## src/rtl/pattern_gen_multi.sv

```systemverilog
// HDMI test-pattern generator: delays timing by one clock and paints one of six
// patterns. Mode, bar thresholds, active size and box position change only at frame start.
module pattern_gen_multi #(
  parameter int DW          = 8,
  parameter int AUTO_FRAMES = 60,
  parameter int BOX_SIZE    = 64,
  parameter int BOX_STEP    = 2,
  parameter int GRID_SHIFT  = 5
)(
  input  logic            clk,
  input  logic            rst,
  input  logic [15:0]     hactive,
  input  logic [15:0]     vactive,
  input  logic            timing_hs,
  input  logic            timing_vs,
  input  logic            timing_de,
  input  logic [11:0]     timing_x,
  input  logic [11:0]     timing_y,
  input  logic [2:0]      mode_sel,
  input  logic            auto_en,
  input  logic [3*DW-1:0] solid_rgb,
  output logic            hs,
  output logic            vs,
  output logic            de,
  output logic [DW-1:0]   rgb_r,
  output logic [DW-1:0]   rgb_g,
  output logic [DW-1:0]   rgb_b,
  output logic [2:0]      cur_mode
);
  localparam int CW = (AUTO_FRAMES > 1) ? $clog2(AUTO_FRAMES) : 1;
  localparam logic [DW-1:0] FS = {DW{1'b1}};
  localparam logic [DW-1:0] ZE = {DW{1'b0}};

  logic            r_hs, r_vs, r_de, r_armed;
  logic [3*DW-1:0] r_pix;
  logic [2:0]      r_mode;
  logic [CW-1:0]   r_cnt;
  logic [7:1][15:0] r_thr;
  logic [15:0]     r_hact, r_vact, r_bx, r_by;
  logic            r_dx, r_dy;

  logic            w_fs;
  logic [15:0]     w_x, w_y, w_bw;
  logic [16:0]     w_bx_nxt, w_by_nxt;
  logic            w_in_box;
  logic [3*DW-1:0] w_pix;

  // r_armed blocks a spurious frame start when vs is already high out of reset
  assign w_fs = timing_vs & ~r_vs & r_armed;
  assign w_x  = {4'b0, timing_x};
  assign w_y  = {4'b0, timing_y};
  assign w_bw = {3'b0, hactive[15:3]};

  // returns {dir, pos} after one frame of bounce against lim
  function automatic logic [16:0] bounce(input logic [15:0] pos, input logic dir,
                                         input logic [15:0] lim);
    logic [16:0] p17;
    p17 = {1'b0, pos};
    if (dir) begin
      if (p17 + 17'(BOX_SIZE) + 17'(BOX_STEP) > {1'b0, lim}) return {1'b0, pos - 16'(BOX_STEP)};
      else                                                   return {1'b1, pos + 16'(BOX_STEP)};
    end else begin
      if (p17 < 17'(BOX_STEP)) return {1'b1, pos + 16'(BOX_STEP)};
      else                     return {1'b0, pos - 16'(BOX_STEP)};
    end
  endfunction

  assign w_bx_nxt = bounce(r_bx, r_dx, hactive);
  assign w_by_nxt = bounce(r_by, r_dy, vactive);

  assign w_in_box = ({1'b0, w_x} >= {1'b0, r_bx}) && ({1'b0, w_x} < {1'b0, r_bx} + 17'(BOX_SIZE)) &&
                    ({1'b0, w_y} >= {1'b0, r_by}) && ({1'b0, w_y} < {1'b0, r_by} + 17'(BOX_SIZE));

  always_comb begin
    w_pix = '0;
    case (r_mode)
      3'd0: w_pix = solid_rgb;
      3'd1: begin
        if      (w_x < r_thr[1]) w_pix = {FS, FS, FS};
        else if (w_x < r_thr[2]) w_pix = {FS, FS, ZE};
        else if (w_x < r_thr[3]) w_pix = {ZE, FS, FS};
        else if (w_x < r_thr[4]) w_pix = {ZE, FS, ZE};
        else if (w_x < r_thr[5]) w_pix = {FS, ZE, FS};
        else if (w_x < r_thr[6]) w_pix = {FS, ZE, ZE};
        else if (w_x < r_thr[7]) w_pix = {ZE, ZE, FS};
        else                     w_pix = {ZE, ZE, ZE};
      end
      3'd2: if (w_x[GRID_SHIFT-1:0] == '0 || w_y[GRID_SHIFT-1:0] == '0 ||
                w_x == r_hact - 16'd1 || w_y == r_vact - 16'd1)
              w_pix = {FS, FS, FS};
      3'd3: w_pix = {3{w_x[DW-1:0]}};
      3'd4: if (w_in_box) w_pix = {FS, ZE, ZE};
      3'd5: if (!(w_x[GRID_SHIFT] ^ w_y[GRID_SHIFT])) w_pix = {FS, FS, FS};
      default: w_pix = '0;
    endcase
  end

  always_ff @(posedge clk or posedge rst) begin
    if (rst) begin
      r_hs <= 1'b0; r_vs <= 1'b0; r_de <= 1'b0; r_armed <= 1'b0;
      r_pix <= '0; r_mode <= 3'd0; r_cnt <= '0; r_thr <= '0;
      r_hact <= '0; r_vact <= '0; r_bx <= '0; r_by <= '0;
      r_dx <= 1'b1; r_dy <= 1'b1;
    end else begin
      r_hs  <= timing_hs;
      r_vs  <= timing_vs;
      r_de  <= timing_de;
      r_pix <= timing_de ? w_pix : '0;
      if (!timing_vs) r_armed <= 1'b1;
      if (w_fs) begin
        // k*bar_w by shift-add; 7*8191 still fits 16 bits
        r_thr <= {(w_bw << 3) - w_bw, (w_bw << 2) + (w_bw << 1), (w_bw << 2) + w_bw,
                  w_bw << 2, (w_bw << 1) + w_bw, w_bw << 1, w_bw};
        r_hact <= hactive;
        r_vact <= vactive;
        {r_dx, r_bx} <= w_bx_nxt;
        {r_dy, r_by} <= w_by_nxt;
        if (!auto_en) begin
          r_mode <= mode_sel;
          r_cnt  <= '0;
        end else if (r_cnt == CW'(AUTO_FRAMES - 1)) begin
          r_cnt  <= '0;
          r_mode <= (r_mode >= 3'd5) ? 3'd0 : r_mode + 3'd1;
        end else begin
          r_cnt  <= r_cnt + CW'(1);
        end
      end
    end
  end

  assign hs       = r_hs;
  assign vs       = r_vs;
  assign de       = r_de;
  assign rgb_r    = r_pix[3*DW-1:2*DW];
  assign rgb_g    = r_pix[2*DW-1:DW];
  assign rgb_b    = r_pix[DW-1:0];
  assign cur_mode = r_mode;
endmodule

```

## config.mk

```make
export PLATFORM = sky130hd
export DESIGN_NAME = pattern_gen_multi
export DESIGN_NICKNAME = d
export VERILOG_FILES = /design/src/rtl/pattern_gen_multi.sv
export SDC_FILE = /design/constraint.sdc
export NUM_CORES = 1
export LEC_CHECK = 0
export CAP_MARGIN = 5
export CORE_UTILIZATION = 30
export DETAILED_ROUTE_END_ITERATION = 16
export DONT_BUFFER_PORTS = 1
export GPL_TIMING_DRIVEN = 0
export PLACE_DENSITY = 0.43
export SLEW_MARGIN = 10
export SYNTH_ARGS = -nofsm -noshare
export SYNTH_HDL_FRONTEND = slang
export SYNTH_SLANG_ARGS = --single-unit
```

## constraint.sdc

```tcl
create_clock -name clk -period 4.2 [get_ports clk]
set_clock_uncertainty 0.15 [all_clocks]
set_input_delay 0.42 -clock clk [delete_from_list [all_inputs] [get_ports clk]]
set_output_delay 0.42 -clock clk [all_outputs]
set_load 0.01 [all_outputs]
```

==> flow_summary.toml <==
[run_status]
status = "finished with violations"
violations = "setup timing"

[synth]
synthAdderAreaFrac_pct = 18.4
synth_seq_cells = 143
synthSimpleGateAreaFrac_pct = 18.2
yosys.area.top_type_share_pct = 26.9
synth_area_sq_um = 13100
synth.area.mux_share_pct = 1.31
synthTopCellsByCount = "ha_1 (190), nand2_1 (157), dfrtp_1 (141), o21ai_0 (141), inv_1 (127)"
syn_area_per_cell_sq_um = 8.45
synth_xor_xnor_area_share_pct = 8.07
synthCells = 1554
synth_compound_area_share_pct = 20.9
synth_top_area_cell = "dfrtp_1"
yosys_most_used_dff = "dfrtp_1"
async_reset_ff_share_pct = 100
yosysMostFrequentCell = "ha_1"
seq_area_frac_synth_pct = 27.3
synth_top_family_by_area = "compound AO/OA/AOI/OAI gates"
synth_edf_count = 0
syn_nets = 1835
yosys_warnings = 0
ys_types = 83
synthTopCellsByArea = "dfrtp_1 (27%), ha_1 (18%), xnor2_1 (5.6%)"

[sta]
setup_viol = 8
grt_setup_unrepaired = "true"
slew_viol_final = 0
relSlewSlack_pct = 33.3
hold_slack_ns = 0.0243
worstMarginPinSlew_ns = 1.00
hold_viol_final = 0
period_share_pct = 100
clock.fmax_ghz = 0.237
min_period_ns = 4.22
setup_ws_ns = -0.0204

[setup_path]
r2r_start = "r_bx[7]"
cp-end-kind = "flip-flop"
critPathLaunchType = "flip-flop"
timing.rr.end = "r_bx[4]"
crit_type = "flip-flop to flip-flop"
crit_arrival_ns = 4.41
reg2regPathDepth = 17
ff2ff_setup_slack_ns = -0.02
crit_path_max_fanout = 6
required_ns = 4.39

[die]
ioPinCount = 119
die_width_microns = 211
die-area_sq_um = 44600
die_h_microns = 211
initial_core_util_pct = 30.4
core_sq_um = 43200
rows = 76

[clocking]
htreeDepth = 4
clock_sinks = 143
clk_latency_ns = 0.46
cts_tree = "yes"
root_buffer = "clkbuf_16"
clk_path_buf_depth = 2
cts.clk_slew.worst_paths_ns = 0.07
cts_made_buffers = 17

[worst_hold_path]
hold_end = "r_thr[111]"
hold_start = "hactive[15]"
min_path_cells = 2
hp-class = "input pin to flip-flop"

[power_and_ir_drop]
leakage_nw = 6.76
power.internal_mw = 3.58
sw_frac_of_total_pct = 40.6
ir_drop_v = 0.000241
power_frac_comb_pct = 43.4
powerDensity_nw_per_um2 = 385
clkPwrFrac_pct = 25.9
switching_power_mw = 2.45
p_seq_share_pct = 30.8
finalPower_mw = 6.03

[global_routing]
antenna_found_initial = 1
grt_first_pass_wirelength_mm = 71.5
grt_pass1_vias = 11742
gr-total-overflow = 0
grt_max_degree = 30
grt_usage_pct = 21.3

[cells_and_area]
fillers = 4461
fin_nets = 1913
regArea_sq_um = 3590
multi_input_area_sq_um = 9290
area_delta_synth_final_pct = 19.1
drive_gt1_share_pct = 12.2

[routing]
avgRoutedWirePerCell_microns = 20.9
drt_iter0_drc = 948
drc_errors = 0
vias = 11915
postRouteAntennaNets = 0
vias_per_cell = 5.33
first_pass_iters = 5
drt-total-wl_mm = 46.6

[flow_run]
cap_violations = 0

[place]
place_congestion = 0.869
dp_hpwl_mm = 34.8
io_buffer_count = 0
metal layers:
| layer | up-vias | global-route usage (%) | part of all wire [%] |
|---|---|---|---|
| met4 | 0 | 5.55 | 1.7 |
| met3 | 47 | 3.85 | 5.3 |
| li1 | 5834 | - | - |
| met5 | - | 0 | 0 |
| met1 | 5750 | 29.4 | 47 |
| met2 | 284 | 33.9 | 46 |
state kept, by name (all words and copies together), names as in the netlist:
signal / count
r_by: 15
r_hact: 14
r_dx: 1
vs: 1
r_thr: 44
r_pix: 24
hs: 1
r_dy: 1
de: 1
cur_mode: 3
r_cnt: 6
r_bx: 15
r_armed: 1
r_vact: 16
how the worst max path moves through the flow:
| stage | startpoint | end | slack, ns | depth (start not counted) |
|---|---|---|---|---|
| finish | r_bx[7] | r_bx[4] | -0.02 | 17 |
| global placement | r_by[1] | r_by[10] | -0.73 | 18 |
| floorplan | r_bx[7] | r_bx[3] | 0.06 | 17 |
| CTS | r_bx[6] | r_bx[4] | 0.008 | 16 |
| global route | r_bx[7] | r_bx[12] | -0.23 | 16 |
| detailed placement | r_by[6] | r_by[10] | -0.67 | 17 |
cell type report:
class | instances | area share (%)
clock inverter | 15 | 0.960
sequential | 143 | 22.9
antenna | 4 | 0.0640
tap | 585 | 4.68
buffer | 56 | 1.94
clock buffer | 17 | 2.72
multi-input combinational | 1223 | 59.4
inverter | 127 | 3.12
timing repair buffer | 64 | 4.20
stage by stage:
stage	setup slack, ns	area, sq um	setup TNS (ns)	utilization (%)	instances
2_1_floorplan	0.0624	13200	0	-	1554
3_3_place_gp	-0.728	13900	-15.47	32.2	2139
3_5_place_dp	-0.673	14000	-14.83	32.4	2144
4_1_cts	0.00830	15200	0	35.2	2214
5_1_grt	-0.230	15600	-2.71	36.2	2230
6_report	-0.0204	15600	-0.0912	36.2	2234
power groups by stage:
stage	Combinational, mW	Sequential (mW)	Clock, mW
2_1_floorplan	1.72	1.80	0
3_3_place_gp	2.24	1.87	0
3_5_place_dp	2.26	1.87	0
4_1_cts	2.50	1.85	1.60
5_1_grt	2.95	1.89	1.65
6_report	2.61	1.85	1.56
timing repair:
action / 4_1_cts / 5_1_grt
endpoints found under the hold margin: 48 / 0
gates resized for setup: 57 / 69
setup buffers: 17 / 16
pin swaps: 15 / 36
cloned: 1 / 0
hold buffers: 25 / 0
endpoints found under the setup margin: 30 / 29
critical path: stages (launching register included):
cell and delay [ns]:
dfrtp_2 0.44, buf_4 0.14, nand3_2 0.08, or3_4 0.35
a22o_4 0.31, nor3_4 0.23, nor2_2 0.07, ha_1 0.31
nand4_1 0.13, or4_1 0.52, o21ai_1 0.11, a221oi_2 0.07
a2111o_1 0.54, nand2_4 0.16, buf_6 0.12, buf_16 0.11
a31oi_1 0.09, xnor2_1 0.17
kinds of logic (layout without fill, tap and decap cells):
logic type                 Yosys count  in the layout
and+or+nand+nor                    475            475
AOI/OAI and AO/OA                  418            418
adders and majority gates          192            192
buffers and inverters              188            279
DFF                                143            143
xor gates and xnor gates           121            121
muxes                               17             17
other                                0              4
layout by cell type (no fill, tap or decap), types with 11 or more instances in the layout:
master	count
a31oi_1	17
nor2_1	74
nand3_1	37
a21oi_1	61
nor3_1	35
o211ai_1	11
ha_1	185
inv_1	120
or3_1	11
a21o_1	16
nor4_1	18
a211oi_1	14
o21ai_0	136
dfrtp_1	135
nand2_1	152
nand4_1	16
clkbuf_1	34
a22oi_1	26
clkbuf_16	17
and3_1	13
o31ai_1	13
a41oi_1	21
nand2b_1	20
buf_6	11
dlygate4sd3_1	25
buf_4	31
xnor2_1	78
xor2_1	36
mux2i_1	11
Power figures use the tool's default switching activity.
